**src/rtl/emmc_cmd_responder.sv**
```systemverilog
// eMMC host command path: serialises a 48-bit command with CRC7 and collects the card response.
// Define EMMC_CMD_LONG_RESP_EN to add 136-bit (R2) response reception.
module emmc_cmd_responder (
    input  logic        clk,
    input  logic        rst_n,
    input  logic [13:0] command_i,
    input  logic [31:0] argument_i,
    input  logic        cmd_start,
    input  logic        cmd_int_rst,
    input  logic [1:0]  software_reset_i,
    output logic [31:0] response_0_o,
    output logic [31:0] response_1_o,
    output logic [31:0] response_2_o,
    output logic [31:0] response_3_o,
    output logic [4:0]  cmd_int_st,
    output logic        cc_int_puls,
    output logic        com_inh_cmd,
    output logic        cmd_o,
    output logic        cmd_oe,
    input  logic        cmd_i
);
    localparam logic [2:0] S_IDLE = 3'd0;
    localparam logic [2:0] S_TX   = 3'd1;
    localparam logic [2:0] S_TURN = 3'd2;
    localparam logic [2:0] S_WAIT = 3'd3;
    localparam logic [2:0] S_RX   = 3'd4;
    localparam logic [2:0] S_DONE = 3'd5;
`ifdef EMMC_CMD_LONG_RESP_EN
    localparam int unsigned RX_W = 136;
`else
    localparam int unsigned RX_W = 48;
`endif

    function automatic logic [6:0] crc7(input logic [39:0] bits);
        logic [6:0]  c;
        logic [39:0] m;
        logic        fb;
        c = '0;
        m = bits;
        for (int unsigned i = 0; i < 40; i++) begin
            fb = m[39] ^ c[6];
            m  = {m[38:0], 1'b0};
            c  = {c[5:0], 1'b0} ^ (fb ? 7'h09 : 7'h00);
        end
        return c;
    endfunction

    logic [2:0]      state_q, state_d;
    logic [7:0]      cnt_q, cnt_d;
    logic [9:0]      cmd_q, cmd_d;     // {index, index-check, crc-check, type}
    logic [47:0]     tx_sr_q, tx_sr_d;
    logic [RX_W-1:0] rx_sr_q, rx_sr_d;
    logic            tout_q, tout_d;
    logic            got_q, got_d;
    logic [4:0]      st_q, st_d;
    logic            pulse_q, pulse_d;
    logic [31:0]     resp0_q, resp0_d;
`ifdef EMMC_CMD_LONG_RESP_EN
    logic [95:0]     resp_hi_q, resp_hi_d;
`endif

    logic       rsp_none, rsp_long, rsp48, rsp_skip;
    logic [7:0] rx_last;
    logic       end_err, crc_err, idx_err;
    logic [4:0] done_st;
    logic       unused_ok;

    assign rsp_none = (cmd_q[1:0] == 2'b00);
    assign rsp_long = (cmd_q[1:0] == 2'b01);
    assign rsp48    = cmd_q[1];
`ifdef EMMC_CMD_LONG_RESP_EN
    assign rsp_skip = 1'b0;
    assign rx_last  = rsp_long ? 8'd134 : 8'd46;
`else
    assign rsp_skip = rsp_long;
    assign rx_last  = 8'd46;
`endif

    // rx_sr_q is cleared on the start bit, so bit RX_W-1.. holds the start bit after the final shift
    assign end_err = got_q && !rx_sr_q[0];
    assign crc_err = got_q && rsp48 && cmd_q[2] && (crc7(rx_sr_q[47:8]) != rx_sr_q[7:1]);
    assign idx_err = got_q && rsp48 && cmd_q[3] && (rx_sr_q[45:40] != cmd_q[9:4]);
    assign done_st = {idx_err, crc_err, tout_q,
                      end_err | crc_err | idx_err | tout_q | rsp_skip, 1'b1};

    always_comb begin
        state_d   = state_q;
        cnt_d     = cnt_q;
        cmd_d     = cmd_q;
        tx_sr_d   = tx_sr_q;
        rx_sr_d   = rx_sr_q;
        tout_d    = tout_q;
        got_d     = got_q;
        st_d      = cmd_int_rst ? 5'b00000 : st_q;
        pulse_d   = 1'b0;
        resp0_d   = resp0_q;
`ifdef EMMC_CMD_LONG_RESP_EN
        resp_hi_d = resp_hi_q;
`endif
        case (state_q)
            S_IDLE: begin
                if (cmd_start) begin
                    cmd_d   = {command_i[13:8], command_i[4], command_i[3], command_i[1:0]};
                    tx_sr_d = {2'b01, command_i[13:8], argument_i,
                               crc7({2'b01, command_i[13:8], argument_i}), 1'b1};
                    tout_d  = 1'b0;
                    got_d   = 1'b0;
                    cnt_d   = '0;
                    state_d = S_TX;
                end
            end
            S_TX: begin
                tx_sr_d = {tx_sr_q[46:0], 1'b1};
                cnt_d   = cnt_q + 8'd1;
                if (cnt_q == 8'd47) begin
                    cnt_d   = '0;
                    state_d = (rsp_none || rsp_skip) ? S_DONE : S_TURN;
                end
            end
            S_TURN: begin
                cnt_d = cnt_q + 8'd1;
                if (cnt_q == 8'd1) begin
                    cnt_d   = '0;
                    state_d = S_WAIT;
                end
            end
            S_WAIT: begin
                if (!cmd_i) begin
                    rx_sr_d = '0;
                    got_d   = 1'b1;
                    cnt_d   = '0;
                    state_d = S_RX;
                end else if (cnt_q == 8'd63) begin
                    tout_d  = 1'b1;
                    state_d = S_DONE;
                end else begin
                    cnt_d = cnt_q + 8'd1;
                end
            end
            S_RX: begin
                rx_sr_d = {rx_sr_q[RX_W-2:0], cmd_i};
                cnt_d   = cnt_q + 8'd1;
                if (cnt_q == rx_last) begin
                    state_d = S_DONE;
                end
            end
            S_DONE: begin
                state_d = S_IDLE;
                pulse_d = 1'b1;
                st_d    = st_d | done_st;
                if (got_q) begin
`ifdef EMMC_CMD_LONG_RESP_EN
                    if (rsp_long) begin
                        {resp_hi_d, resp0_d} = rx_sr_q[127:0];
                    end else begin
                        resp0_d = rx_sr_q[39:8];
                    end
`else
                    resp0_d = rx_sr_q[39:8];
`endif
                end
            end
            default: state_d = S_IDLE;
        endcase
        if (software_reset_i[0]) begin
            state_d   = S_IDLE;
            cnt_d     = '0;
            st_d      = '0;
            pulse_d   = 1'b0;
            resp0_d   = resp0_q;
`ifdef EMMC_CMD_LONG_RESP_EN
            resp_hi_d = resp_hi_q;
`endif
        end
    end

    always_ff @(posedge clk or negedge rst_n) begin
        if (!rst_n) begin
            state_q   <= S_IDLE;
            cnt_q     <= '0;
            cmd_q     <= '0;
            tx_sr_q   <= '0;
            rx_sr_q   <= '0;
            tout_q    <= 1'b0;
            got_q     <= 1'b0;
            st_q      <= '0;
            pulse_q   <= 1'b0;
            resp0_q   <= '0;
`ifdef EMMC_CMD_LONG_RESP_EN
            resp_hi_q <= '0;
`endif
        end else begin
            state_q   <= state_d;
            cnt_q     <= cnt_d;
            cmd_q     <= cmd_d;
            tx_sr_q   <= tx_sr_d;
            rx_sr_q   <= rx_sr_d;
            tout_q    <= tout_d;
            got_q     <= got_d;
            st_q      <= st_d;
            pulse_q   <= pulse_d;
            resp0_q   <= resp0_d;
`ifdef EMMC_CMD_LONG_RESP_EN
            resp_hi_q <= resp_hi_d;
`endif
        end
    end

    assign cmd_oe       = (state_q == S_TX);
    assign cmd_o        = cmd_oe ? tx_sr_q[47] : 1'b1;
    assign com_inh_cmd  = (state_q != S_IDLE);
    assign cc_int_puls  = pulse_q;
    assign cmd_int_st   = st_q;
    assign response_0_o = resp0_q;
`ifdef EMMC_CMD_LONG_RESP_EN
    assign {response_3_o, response_2_o, response_1_o} = resp_hi_q;
`else
    assign response_1_o = '0;
    assign response_2_o = '0;
    assign response_3_o = '0;
`endif

    assign unused_ok = ^{command_i[7:5], command_i[2], software_reset_i[1], rx_sr_q[RX_W-1]};

endmodule

```
**config.mk**
```make
export PLATFORM = sky130hd
export DESIGN_NAME = emmc_cmd_responder
export DESIGN_NICKNAME = d
export VERILOG_FILES = /design/src/rtl/emmc_cmd_responder.sv
export SDC_FILE = /design/constraint.sdc
export NUM_CORES = 1
export LEC_CHECK = 0
export ABC_AREA = 1
export BUFFER_PORTS_ARGS = -buffer_cell sky130_fd_sc_hd__buf_4
export CAP_MARGIN = 40
export CORE_MARGIN = 2
export CORE_UTILIZATION = 28
export CTS_BUF_LIST = sky130_fd_sc_hd__clkbuf_4 sky130_fd_sc_hd__clkbuf_8 sky130_fd_sc_hd__clkbuf_16
export DETAILED_ROUTE_END_ITERATION = 10
export SLEW_MARGIN = 20
export SYNTH_ARGS = -nofsm -noshare
export SYNTH_HDL_FRONTEND = slang
export SYNTH_SLANG_ARGS = --single-unit
```
**constraint.sdc**
```tcl
create_clock -name clk -period 6.1 [get_ports clk]
set_input_delay 0.61 -clock clk [delete_from_list [all_inputs] [get_ports clk]]
set_output_delay 0.61 -clock clk [all_outputs]
set_load 0.1 [all_outputs]
```
### Word-level counts from Yosys, hierarchy flattened

Index checks and enable logic that the tools add are counted.

* bits in registers: 157
* output and inout port bits: 137

* $add $sub $neg: 1
* equality and inequality tests: 22
* mux-type cells: 110
* bitwise gates (word level): 159
* reduce and logical (&&, ||, !) cells: 23

Operator list (count)
* $xor A7 B4 Y7: 73
* $mux W4: 78
* $pmux W48 S2: 2
* $mux W48: 2
* $xor A1 B1 Y1: 71
* $mux W8: 6
* $pmux W8 S5: 1
* $eq A8 B6 Y1 const B: 3
* $mux W3: 8
* $mux W5: 3
* $pmux W3 S5: 1
* $xor A6 B4 Y6: 2
* $ne A3 B3 Y1 const B: 3
* $reduce_and A3 Y1: 3
* $add A8 B1 Y8 const B: 1
* $eq A8 B1 Y1 const B: 1
* $ne A2 B2 Y1 const B: 4
* $ne A4 B4 Y1 const B: 2
* $mux W1: 7
* $ne A7 B7 Y1: 1
* $eq A3 B2 Y1 const B: 2
* $eq A3 B3 Y1 const B: 2
* $logic_and A1 B1 Y1: 6
* $ne A6 B6 Y1: 1
* 20 further kinds: 32

### Depth between registers and ports, before layout

* word-level depth: 122
* depth in mapped cells: 33
* gate-level depth less buffers: 32

### Worst setup path before layout

No wires, ideal clock.

* path type: register to output
* start: reg state_q[0]
* end: out cmd_o
* arrival time: 2984 ps
* path slack: 2506 ps
* cell stages (with the launch flop): 8
* path through: dfrtp_1 > inv_1 > nor2_1 > inv_1 > nor2_1 > clkbuf_1 > clkbuf_1 > nand2_1

* word-level cells in the longest chain between the ends: 2

Ends and longest elaborated chain
* from (decl): line 48 `logic [2:0] state_q, state_d;`
* from (signal assigned): line 193 `state_q <= state_d;`
* $eq A3 B1 Y1: line 209 `assign cmd_oe = (state_q == S_TX);`
* via cmd_oe: line 19 `output logic cmd_oe,`
* $mux W1: line 210 `assign cmd_o = cmd_oe ? tx_sr_q[47] : 1'b1;`
* to (decl): line 18 `output logic cmd_o,`

The timed path passes the listed nets, and every way through them passes these cells.

### Worst setup path after layout

* start: reg rx_sr_q[42]
* end: reg st_q[1] (netlist: cmd_int_st[1])

* word-level cells in the longest chain between the ends: 62
* elaborated cells on any way between the ends: 98
* those cells by class: eq/ne: 2; mux: 28; bitwise: 66; reduce/logical: 2

Ends and longest elaborated chain
* from (decl): line 52 `logic [RX_W-1:0] rx_sr_q, rx_sr_d;`
* from (signal assigned): line 197 `rx_sr_q <= rx_sr_d;`
* $xor A1 B1 Y1: line 41 `fb = m[39] ^ c[6];`
* $mux W4: line 43 `c = {c[5:0], 1'b0} ^ (fb ? 7'h09 : 7'h00);`
* $xor A7 B4 Y7 (4 in series): line 43
* $xor A1 B1 Y1: line 41
* $mux W4: line 43
* $xor A7 B4 Y7 (4 in series): line 43
* $xor A1 B1 Y1: line 41
* $mux W4: line 43
* [... 39 more ...]
* $ne A7 B7 Y1: line 81 `assign crc_err = got_q && rsp48 && cmd_q[2] && (crc7(rx_sr_q[47:8]) != rx_sr_q[7:1]);`
* $logic_and A1 B1 Y1: line 81
* $or A1 B1 Y1: line 84 `end_err | crc_err | idx_err | tout_q | rsp_skip, 1'b1};`
* $or A1 B1 Y1 (*) (3 in series): line 84
* $or A5 B5 Y5 (*): line 150 `st_d = st_d | done_st;`
* $mux W5 (*): line 100 `case (state_q)`
* $mux W5 (*): line 165 `if (software_reset_i[0]) begin`
* via st_d[1]: line 55 `logic [4:0] st_q, st_d;`
* to (signal assigned): line 200 `st_q <= st_d;`
* to (decl): line 55

Mark *: on every way through the listed nets, which the timed path passes. The rest lies on a longest branch.
A chain may end at the register's enable or synchronous reset.

==> metrics.txt <==
run status finished clean; WHS 0.386 ns; Starting Density 28.2%; GPL Wtd Cong 0.834; largest net degree at the start of global routing 81; Avg Synthesized Cell Area 7.45 um2; die area 0.0351 mm2; cts repair resizes 0; Critical path buffers and inverters 4; first-pass GRT wire length 37,300 um; via density per instance 4.42; Post-Synthesis Cells 1,265; Site Rows 67; Layout area overhead 15.8%; yosys warns 0; Cell Area, Synth 0.00942 mm2; CTS Buffer Depth 2; nature of the critical path startpoint flip-flop; fin. max-slew vios 0; Yosys top cell area share 41.7%; period utilization 55.6%; post-synthesis sequential area ratio 41.7%; Port Buf Inserts 88; die width 187 um; Root Driver clkbuf_16; Detailed Route Iter0 Violations 513; clock sink total 157; vias in the first global route 7,464; Antenna Cells 0; Tot GR Track Use 12.9%; total gr overflow 0; Final Critical Period 3.39 ns; ranking of synthesized cells by area dfrtp_1 42%, nand2_1 14%, buf_4 7.7%, inv_1 6.3%, nand3_1 5.3%; Max-slew headroom 60.3%; Worst setup EP type flip-flop; vias 8,007; final HPWL from detailed placement 16,400 um; hold_buf cts 0; nets@finish 1,408; DR pass1 iterations 5; DIE HEIGHT 187 um; Clock Pin Slew Worst Setup and Hold Paths 0.08 ns; CP most frequent cell nand2_1; RSZ-0062 raised after global routing no; CTS buffer count 17; initial antenna violation count 0; Post-CTS Setup Bufs 0; Arr. time, crit path 3.72 ns; highest clock rate 295 MHz; Slew @ Worst Pin 0.590 ns; H-tree Lvls 4; layout cell share with drive strength beyond 1 12.0%; unique cell type count in the Yosys netlist 32; Yosys top cell by area dfrtp_1; # IOs 190; setup TNS 0 ns; Largest delay share family, worst path simple AND/OR/NAND/NOR gates; slowest CP cell dfrtp_1; max cap viols 0; Worst Skew 0.0128 ns; Final Hold Fails 0; Yosys reg bits 157; clk_lat worst skew 0.44 ns; core box area 0.0334 mm2; final wirelength 22,200 um; setup violators final 0; CP Max Fanout 6; Max stage delay on crit path 0.41 ns; CTS tree done; drt wl/cell 12.2 um; Req. time, crit path 6.42 ns; DRT antenna net count 0; critical path class flip-flop to flip-flop; HP Class input port to flip-flop; DRC errors left 0
cell usage after synthesis (all sizes together):
library cell / count
a21oi: 66
a221oi: 15
a31o: 1
a31oi: 1
and2: 1
buf: 101
clkbuf: 27
clkinv: 3
conb: 1
dfrtp: 157
ha: 3
inv: 162
nand2: 368
nand3: 100
nand4: 4
nor2: 93
nor3: 5
o211ai: 2
o21ai: 13
o21bai: 1
o221ai: 3
o22ai: 76
or2: 2
xnor2: 25
xor2: 35
logic make-up (layout without fill, tap and decap cells):
group / count (synthesis) / count (layout) / synth area share, %
fa+ha+maj: 3 / 3 / 0.399
flops: 157 / 157 / 41.7
simple gates: 573 / 573 / 24.8
xor+xnor: 60 / 60 / 6.22
buf+inv: 293 / 298 / 15.5
compound gates: 178 / 178 / 11.4
other cells: 1 / 96 / 0.0398
worst paths after layout:
| kind | slack (ns) | depth (start not counted) | start | end |
|---|---|---|---|---|
| worst min register to register | 0.46 | 2 | tx_sr_q[0]$_DFFE_PN0P_ | tx_sr_q[0]$_DFFE_PN0P_ |
| worst max register to register | 2.71 | 30 | rx_sr_q[42]$_DFFE_PN0P_ | cmd_int_st[1]$_DFF_PN0_ |
| min in group asynchronous | 0.50 | 2 | rst_n | tx_sr_q[25]$_DFFE_PN0P_ |
| worst min-delay path | 0.39 | 3 | command_i[4] | cmd_q[3]$_DFFE_PN0P_ |
| max in group asynchronous | 4.25 | 5 | rst_n | response_0_o[19]$_DFFE_PN0P_ |
| worst max-delay path | 2.71 | 30 | rx_sr_q[42]$_DFFE_PN0P_ | cmd_int_st[1]$_DFF_PN0_ |
state kept, by name, indices dropped and copies added (netlist names):
register	cells
rx_sr_q	48
tx_sr_q	48
response_0_o	32
cmd_q	10
cnt_q	8
cmd_int_st	5
state_q	3
cc_int_puls	1
got_q	1
tout_q	1
metrics by stage:
step	setup slack, ns	instance area, um2	instances	util [%]
floorplan	2.51	9780	1360	-
global placement	2.15	10200	1775	30.6
detailed placement	2.71	10300	1779	30.9
CTS	2.69	10900	1811	32.6
global route	2.22	10900	1813	32.7
finish	2.71	10900	1813	32.7
layout by cell type, fill, tap and decap left out, drive strengths merged:
cell type,count
nor3,5
a21oi,66
clkinv,6
inv,171
nand3,100
xor2,35
and2,1
o22ai,76
dlygate4sd3,1
conb,96
nor2,93
ha,3
or2,2
o21ai,13
a31o,1
clkinvlp,2
o221ai,3
buf,100
nand4,4
xnor2,25
o21bai,1
a31oi,1
a221oi,15
clkbuf,18
o211ai,2
dfrtp,157
nand2,368
routing by layer:
layer | vias up | track usage (%) | wire length [um]
met2 | 226 | 21.0 | 10400
met1 | 3731 | 17.7 | 10500
met5 | - | 0 | 0
met3 | 15 | 2.40 | 1080
met4 | 0 | 3.39 | 213
li1 | 4035 | - | -
worst register-to-register path: cells and delay by family (launching register included):
kind          cells  cell delay [ns]
simple gates     26             2.47
flops             1             0.41
buf+inv           4             0.38
cell type report:
| cell class | count | area [um2] |
|---|---|---|
| Tap cell | 448 | 561 |
| Timing Repair Buffer | 101 | 841 |
| Clock buffer | 18 | 439 |
| Inverter | 165 | 619 |
| Sequential cell | 157 | 3930 |
| Fill cell | 3572 | 22500 |
| Multi-Input combinational cell | 910 | 4400 |
| Clock inverter | 14 | 126 |
Power is left out: the tool's default activity adds up to more than one toggle a clock period on the data nets, which glitch-free logic cannot reach.
